==> src/rtl/apb_cordic_queue.sv <==
// APB-fronted command/result queue around an external CORDIC engine.
// Optional watchdog on the engine wait is compiled in with CORDIC_TIMEOUT_EN.
module apb_cordic_queue #(
    parameter int unsigned DEPTH   = 4,
    parameter int unsigned DW      = 32,
    parameter int unsigned TIMEOUT = 255
) (
    input  logic          PCLK,
    input  logic          PRESET,
    input  logic          PSEL,
    input  logic          PENABLE,
    input  logic          PWRITE,
    input  logic [5:0]    PADDR,
    input  logic [31:0]   PWDATA,
    output logic [31:0]   PRDATA,
    output logic          INT,
    output logic          eng_start,
    output logic [2:0]    eng_func,
    output logic [DW-1:0] eng_a,
    output logic [DW-1:0] eng_b,
    output logic [DW-1:0] eng_c,
    output logic [DW-1:0] eng_d,
    input  logic          eng_done,
    input  logic [DW-1:0] eng_out1,
    input  logic [DW-1:0] eng_out2,
    input  logic [DW-1:0] eng_out3,
    input  logic [DW-1:0] eng_out4,
    input  logic [DW-1:0] eng_out5,
    input  logic [DW-1:0] eng_out6
);

    localparam int unsigned AW = (DEPTH > 1) ? $clog2(DEPTH) : 1;
    localparam int unsigned CW = AW + 1;

    typedef enum logic [1:0] {StIdle, StIssue, StWait, StStore} state_e;

    state_e state_q, state_d;

    // APB decode; only word-aligned addresses hit a register
    logic       apb_wr, aligned;
    logic [3:0] word;
    logic       wr_ctrl, wr_status, wr_cmd, wr_pop, flush;

    assign apb_wr    = PSEL & PENABLE & PWRITE;
    assign aligned   = (PADDR[1:0] == 2'b00);
    assign word      = PADDR[5:2];
    assign wr_ctrl   = apb_wr & aligned & (word == 4'd0);
    assign wr_status = apb_wr & aligned & (word == 4'd1);
    assign wr_cmd    = apb_wr & aligned & (word == 4'd6);
    assign wr_pop    = apb_wr & aligned & (word == 4'd14);
    assign flush     = wr_ctrl & PWDATA[2];

    logic          en_q, irq_en_q;
    logic [DW-1:0] ops_q [4];
    logic          ovf_q, unf_q, tmo_q, int_q;
    logic          discard_q, discard_d;
    logic          timeout;

    // Command FIFO
    logic [2:0]    cmd_func [DEPTH];
    logic [DW-1:0] cmd_ops  [4][DEPTH];
    logic [AW-1:0] cmd_wptr_q, cmd_rptr_q;
    logic [CW-1:0] cmd_cnt_q;
    logic          cmd_full, cmd_empty, cmd_push, cmd_pop;

    assign cmd_full  = (cmd_cnt_q == CW'(DEPTH));
    assign cmd_empty = (cmd_cnt_q == '0);
    assign cmd_push  = wr_cmd & ~cmd_full;
    assign cmd_pop   = (state_q == StIssue) & ~cmd_empty;

    // Result FIFO
    logic [DW-1:0] res_mem [6][DEPTH];
    logic [DW-1:0] res_cap_q [6];
    logic [DW-1:0] eng_out_v [6];
    logic [AW-1:0] res_wptr_q, res_rptr_q;
    logic [CW-1:0] res_cnt_q;
    logic          res_full, res_empty, res_push, res_pop;

    assign res_full  = (res_cnt_q == CW'(DEPTH));
    assign res_empty = (res_cnt_q == '0);
    assign res_push  = (state_q == StStore) & ~flush;
    assign res_pop   = wr_pop & ~res_empty;

    assign eng_out_v[0] = eng_out1;
    assign eng_out_v[1] = eng_out2;
    assign eng_out_v[2] = eng_out3;
    assign eng_out_v[3] = eng_out4;
    assign eng_out_v[4] = eng_out5;
    assign eng_out_v[5] = eng_out6;

    // FSM
    always_comb begin
        state_d = state_q;
        case (state_q)
            StIdle:  if (en_q && !cmd_empty && !res_full) state_d = StIssue;
            StIssue: state_d = StWait;
            StWait: begin
                if (eng_done) state_d = (discard_q || flush) ? StIdle : StStore;
                else if (timeout) state_d = StIdle;
            end
            StStore: state_d = StIdle;
            default: state_d = StIdle;
        endcase
    end

    // A flush while an operation is in flight marks its result for discard
    assign discard_d = ((state_q == StIssue) || (state_q == StWait)) && (discard_q || flush);

    always_ff @(posedge PCLK or posedge PRESET) begin
        if (PRESET) begin
            state_q   <= StIdle;
            discard_q <= 1'b0;
        end else begin
            state_q   <= state_d;
            discard_q <= discard_d;
        end
    end

    // Engine operands latch on the IDLE->ISSUE decision and hold through WAIT
    logic [2:0]    eng_func_q;
    logic [DW-1:0] eng_ops_q [4];

    always_ff @(posedge PCLK or posedge PRESET) begin
        if (PRESET) begin
            eng_func_q <= '0;
            for (int k = 0; k < 4; k++) eng_ops_q[k] <= '0;
            for (int k = 0; k < 6; k++) res_cap_q[k] <= '0;
        end else begin
            if (state_q == StIdle && state_d == StIssue) begin
                eng_func_q <= cmd_func[cmd_rptr_q];
                for (int k = 0; k < 4; k++) eng_ops_q[k] <= cmd_ops[k][cmd_rptr_q];
            end
            if (state_q == StWait && eng_done) begin
                for (int k = 0; k < 6; k++) res_cap_q[k] <= eng_out_v[k];
            end
        end
    end

    assign eng_start = (state_q == StIssue);
    assign eng_func  = eng_func_q;
    assign eng_a     = eng_ops_q[0];
    assign eng_b     = eng_ops_q[1];
    assign eng_c     = eng_ops_q[2];
    assign eng_d     = eng_ops_q[3];

    // Control and staging registers, sticky flags
    always_ff @(posedge PCLK or posedge PRESET) begin
        if (PRESET) begin
            en_q     <= 1'b0;
            irq_en_q <= 1'b0;
            ovf_q    <= 1'b0;
            unf_q    <= 1'b0;
            int_q    <= 1'b0;
            for (int k = 0; k < 4; k++) ops_q[k] <= '0;
        end else begin
            if (wr_ctrl) begin
                en_q     <= PWDATA[0];
                irq_en_q <= PWDATA[1];
            end
            for (int k = 0; k < 4; k++) begin
                if (apb_wr && aligned && word == 4'(k + 2)) ops_q[k] <= DW'(PWDATA);
            end
            if (wr_cmd && cmd_full) ovf_q <= 1'b1;
            else if (wr_status && PWDATA[11]) ovf_q <= 1'b0;
            if (wr_pop && res_empty) unf_q <= 1'b1;
            else if (wr_status && PWDATA[12]) unf_q <= 1'b0;
            int_q <= irq_en_q & ((res_cnt_q != '0) | ovf_q | unf_q | tmo_q);
        end
    end

    assign INT = int_q;

`ifdef CORDIC_TIMEOUT_EN
    localparam int unsigned TW = $clog2(TIMEOUT + 1);
    logic [TW-1:0] tmo_cnt_q;

    assign timeout = (state_q == StWait) && !eng_done && (tmo_cnt_q == TW'(TIMEOUT - 1));

    always_ff @(posedge PCLK or posedge PRESET) begin
        if (PRESET) begin
            tmo_cnt_q <= '0;
            tmo_q     <= 1'b0;
        end else begin
            tmo_cnt_q <= (state_q == StWait) ? tmo_cnt_q + 1'b1 : '0;
            if (timeout) tmo_q <= 1'b1;
            else if (wr_status && PWDATA[13]) tmo_q <= 1'b0;
        end
    end
`else
    assign timeout = 1'b0;
    assign tmo_q   = 1'b0;
`endif

    // FIFO pointers; flush wins over any same-cycle push or pop
    always_ff @(posedge PCLK or posedge PRESET) begin
        if (PRESET) begin
            cmd_wptr_q <= '0;
            cmd_rptr_q <= '0;
            cmd_cnt_q  <= '0;
            res_wptr_q <= '0;
            res_rptr_q <= '0;
            res_cnt_q  <= '0;
        end else if (flush) begin
            cmd_wptr_q <= '0;
            cmd_rptr_q <= '0;
            cmd_cnt_q  <= '0;
            res_wptr_q <= '0;
            res_rptr_q <= '0;
            res_cnt_q  <= '0;
        end else begin
            if (cmd_push) cmd_wptr_q <= cmd_wptr_q + 1'b1;
            if (cmd_pop)  cmd_rptr_q <= cmd_rptr_q + 1'b1;
            cmd_cnt_q <= cmd_cnt_q + CW'(cmd_push) - CW'(cmd_pop);
            if (res_push) res_wptr_q <= res_wptr_q + 1'b1;
            if (res_pop)  res_rptr_q <= res_rptr_q + 1'b1;
            res_cnt_q <= res_cnt_q + CW'(res_push) - CW'(res_pop);
        end
    end

    always_ff @(posedge PCLK) begin
        if (cmd_push) begin
            cmd_func[cmd_wptr_q] <= PWDATA[2:0];
            for (int k = 0; k < 4; k++) cmd_ops[k][cmd_wptr_q] <= ops_q[k];
        end
        if (res_push) begin
            for (int k = 0; k < 6; k++) res_mem[k][res_wptr_q] <= res_cap_q[k];
        end
    end

    // Read mux
    logic [31:0] status;

    assign status = {18'b0, tmo_q, unf_q, ovf_q, (state_q != StIdle),
                     5'(res_cnt_q), 5'(cmd_cnt_q)};

    always_comb begin
        PRDATA = '0;
        if (PSEL && !PWRITE && aligned) begin
            case (word)
                4'd0:  PRDATA = {30'b0, irq_en_q, en_q};
                4'd1:  PRDATA = status;
                4'd2:  PRDATA = 32'(ops_q[0]);
                4'd3:  PRDATA = 32'(ops_q[1]);
                4'd4:  PRDATA = 32'(ops_q[2]);
                4'd5:  PRDATA = 32'(ops_q[3]);
                4'd8:  if (!res_empty) PRDATA = 32'(res_mem[0][res_rptr_q]);
                4'd9:  if (!res_empty) PRDATA = 32'(res_mem[1][res_rptr_q]);
                4'd10: if (!res_empty) PRDATA = 32'(res_mem[2][res_rptr_q]);
                4'd11: if (!res_empty) PRDATA = 32'(res_mem[3][res_rptr_q]);
                4'd12: if (!res_empty) PRDATA = 32'(res_mem[4][res_rptr_q]);
                4'd13: if (!res_empty) PRDATA = 32'(res_mem[5][res_rptr_q]);
                default: PRDATA = '0;
            endcase
        end
    end

endmodule

==> config.mk <==
export PLATFORM = sky130hd
export DESIGN_NAME = apb_cordic_queue
export DESIGN_NICKNAME = d
export VERILOG_FILES = /design/src/rtl/apb_cordic_queue.sv
export SDC_FILE = /design/constraint.sdc
export NUM_CORES = 2
export LEC_CHECK = 0
export CORE_MARGIN = 1.5
export CORE_UTILIZATION = 53
export DETAILED_ROUTE_END_ITERATION = 7
export PLACE_DENSITY = 0.85
export SLEW_MARGIN = 20
export SYNTH_ARGS = -nofsm -noshare
export SYNTH_HDL_FRONTEND = slang
export SYNTH_SLANG_ARGS = --single-unit
==> constraint.sdc <==
create_clock -name PCLK -period 17.1 [get_ports PCLK]
set_input_delay 4.275 -clock PCLK [delete_from_list [all_inputs] [get_ports PCLK]]
set_output_delay 4.275 -clock PCLK [all_outputs]
set_load 0.02 [all_outputs]
==> run summary <==
Critical Path RT: 12,820 ps
Post-DP HPWL: 110 mm
Port Buf Inserts: 400
Status: complete, no violations
Critical Path Source Type: primary input
First-pass GRT wire length: 248 mm
Fill count: 8,062
Most common cell after layout, fill and taps aside: edfxtp_1
Initial drt markers: 4,950
Mapped Cells: 3,119
FP Rows: 130
Final ANT Viol Nets: 0
PD cells: 153 nW/µm²
Final worst slack: 4370 ps
Initial cell density of the core: 53.4%
Flip-flop and latch area: 50,600 µm²
Clock transition at path regs: 60 ps
Leakage power: 27.1 nW
Clk Latency, worst-skew pair: 820 ps
Layout cells sized above 1: 24.3%
Slew Limit Fails: 0
Max rail drop VDD: 0.102 mV
Post-CTS Resized: 0
Slew margin rel.: 23.4%
Setup bufs post-CTS: 0
Post-synthesis xor/xnor area fraction: 0.0914%
Final Core Density: 62.3%
Sum Neg Setup Slack: 0 ps
Synth Warn #: 0
Synthesis-stage register bit count: 1,765
H-tree lvl count: 4
Cts hold-fix bufs: 0
Vias after detailed routing: 34,325
Setup Viol. Count Final: 0
CTS buffer count: 170
EDFF count, synth: 1,292
Die Wd: 359 µm
CP Data Arrival Time: 8450 ps
Final min period: 12,730 ps
Fraction of registers with async set or reset after synthesis: 26.8%
Gpl congestion: 0.871
Synth cell types: 59
Combinational family with the most area after synthesis: multiplexers
CTS tree: yes
Layout area overhead: 16.6%
Initial antenna violation count: 16
Post-synthesis adder-cell area fraction: 0.358%
Synthesized-area fraction occupied by ao, oa, aoi and oai cells: 2.66%
Seq/Total Area, Yosys: 75.5%
Commonest non-fill, non-tap cells in the layout: edfxtp_1 (1,292), dfrtp_1 (469), clkdlybuf4s50_1 (399)
Core area: 126,000 µm²
Multi-input logic area: 15,500 µm²
Hold Fails Final Rpt: 0
Mean Syn Cell Area: 21.5 µm²
Die height: 359 µm
WS Path Type: in2out
Worst slack, placed: 4450 ps
Final worst path period share: 74.4%
Total gr overflow: 0
Largest net degree at the start of global routing: 173
Vias in the first global route: 34,703
Fin nets: 3,818
Max Cap Viol: 0
Synthesized cell area: 67,100 µm²
F_max: 78.6 MHz
Worst-Margin Slew: 1150 ps
Drt via density: 6.40
Total Routing Usage GR: 27.2%
Worst-path fanout max: 19
Residual DRC: 0
Syn nets: 3,373
Synth Flop Type: edfxtp_1
Die area: 129,000 µm²
Worst hold path class: reg2reg
Wirelength per Cell: 32.4 µm
Clock root buffer: clkbuf_16
Crit. End Element: output pin
Simple-Gate Fraction of Synth Area: 0.942%
I/O pins: 401
Max Root-Sink Buffers: 3
RSZ-0062 raised after global routing: false
Post-synthesis mux area share: 18.9%
First-pass detailed-route iteration total: 8
Total Wirelength: 174 mm
Skew final: 26.0 ps
Sink Count: 1,765
critical path, cell delays in order:
cell	delay, ps
clkdlybuf4s50_1	990
nor4bb_4	970
buf_4	420
a22oi_1	150
a31o_1	340
a21oi_1	540
clkdlybuf4s50_1	730
kinds of logic after synthesis:
group / Yosys count
DFF: 1765
muxes: 801
AOI/OAI and AO/OA: 235
buffers and inverters: 190
and+or+nand+nor: 103
adders and majority gates: 18
xor gates and xnor gates: 7
stage by stage:
step	hold slack, ps	std cells	total power, mW	cell area, µm²
4_1_cts	494	5361	12.0	78100
2_1_floorplan	471	3119	7.20	67100
3_5_place_dp	481	5041	8.29	72600
6_report	489	5367	12.0	78200
5_1_grt	513	5365	12.3	78200
3_3_place_gp	473	5041	8.17	72600
final timing paths:
check / startpoint / endpoint / slack (ps) / cells after the start
min: eng_d[19] / eng_d[19] / 490 / 1
min in group asynchronous: PRESET / res_cap_q[183] / 4010 / 2
max reg2reg: state_q[0] / res_mem[4][14] / 13350 / 4
max in group asynchronous: PRESET / eng_c[10] / 10830 / 4
min reg2reg: eng_d[19] / eng_d[19] / 490 / 1
max: PADDR[5] / PRDATA[1] / 4370 / 7
cell usage after synthesis, drive strengths merged, types with 2 or more instances:
cell | number | area share, %
a21oi | 24 | 0.18
a222oi | 16 | 0.24
a22o | 9 | 0.12
a22oi | 109 | 1.2
a311o | 2 | 0.030
a31o | 31 | 0.40
a31oi | 12 | 0.11
a32o | 8 | 0.12
and2 | 7 | 0.065
and3 | 10 | 0.093
and4b | 3 | 0.045
and4bb | 3 | 0.056
buf | 121 | 1.2
clkbuf | 55 | 0.31
dfrtp | 473 | 18
edfxtp | 1292 | 58
fa | 2 | 0.060
ha | 16 | 0.30
inv | 13 | 0.073
mux2 | 472 | 7.9
mux2i | 5 | 0.075
mux4 | 324 | 11
nand2 | 22 | 0.12
nand3 | 6 | 0.045
nand3b | 3 | 0.034
nand4 | 3 | 0.028
nor2 | 18 | 0.10
nor2b | 8 | 0.075
nor3 | 3 | 0.022
nor3b | 4 | 0.052
nor4b | 2 | 0.058
o21a | 2 | 0.022
o21ai | 11 | 0.082
o2bb2ai | 2 | 0.026
o31a | 2 | 0.026
o31ai | 2 | 0.022
or3 | 4 | 0.037
or3b | 2 | 0.026
xnor2 | 4 | 0.052
xor2 | 3 | 0.039
registers in the layout, indices dropped and copies added, names as in the netlist, 3 cells and up:
name and count:
cmd_cnt_q 3, cmd_func 12, cmd_ops 512, eng_a 32
eng_b 32, eng_c 32, eng_d 32, eng_func 3
ops_q 128, res_cap_q 192, res_cnt_q 3, res_mem 768
metal layers:
metal,up-vias,share of wire [%],track usage (%)
met5,-,0.048,0
met4,16,5.0,12.2
met3,378,11,7.93
met2,2254,48,42.9
met1,18020,36,35.4
li1,13657,-,-
power breakdown:
group	leakage (nW)	switching (mW)	internal [mW]
combinational	6.69	1.02	1.08
clock	2.68	1.65	2.05
sequential	17.7	0.722	5.43
total	27.1	3.39	8.56
final cells by class:
class	count	share of cell area (%)
Antenna cell	5	0.0160
Clock buffer	232	5.89
Clock inverter	88	1.13
Inverter	14	0.0720
Multi-Input combinational cell	1164	19.8
Sequential cell	1765	64.8
Tap cell	1650	2.64
Timing Repair Buffer	449	5.66
No activity file was read; power rests on OpenSTA's default activity.
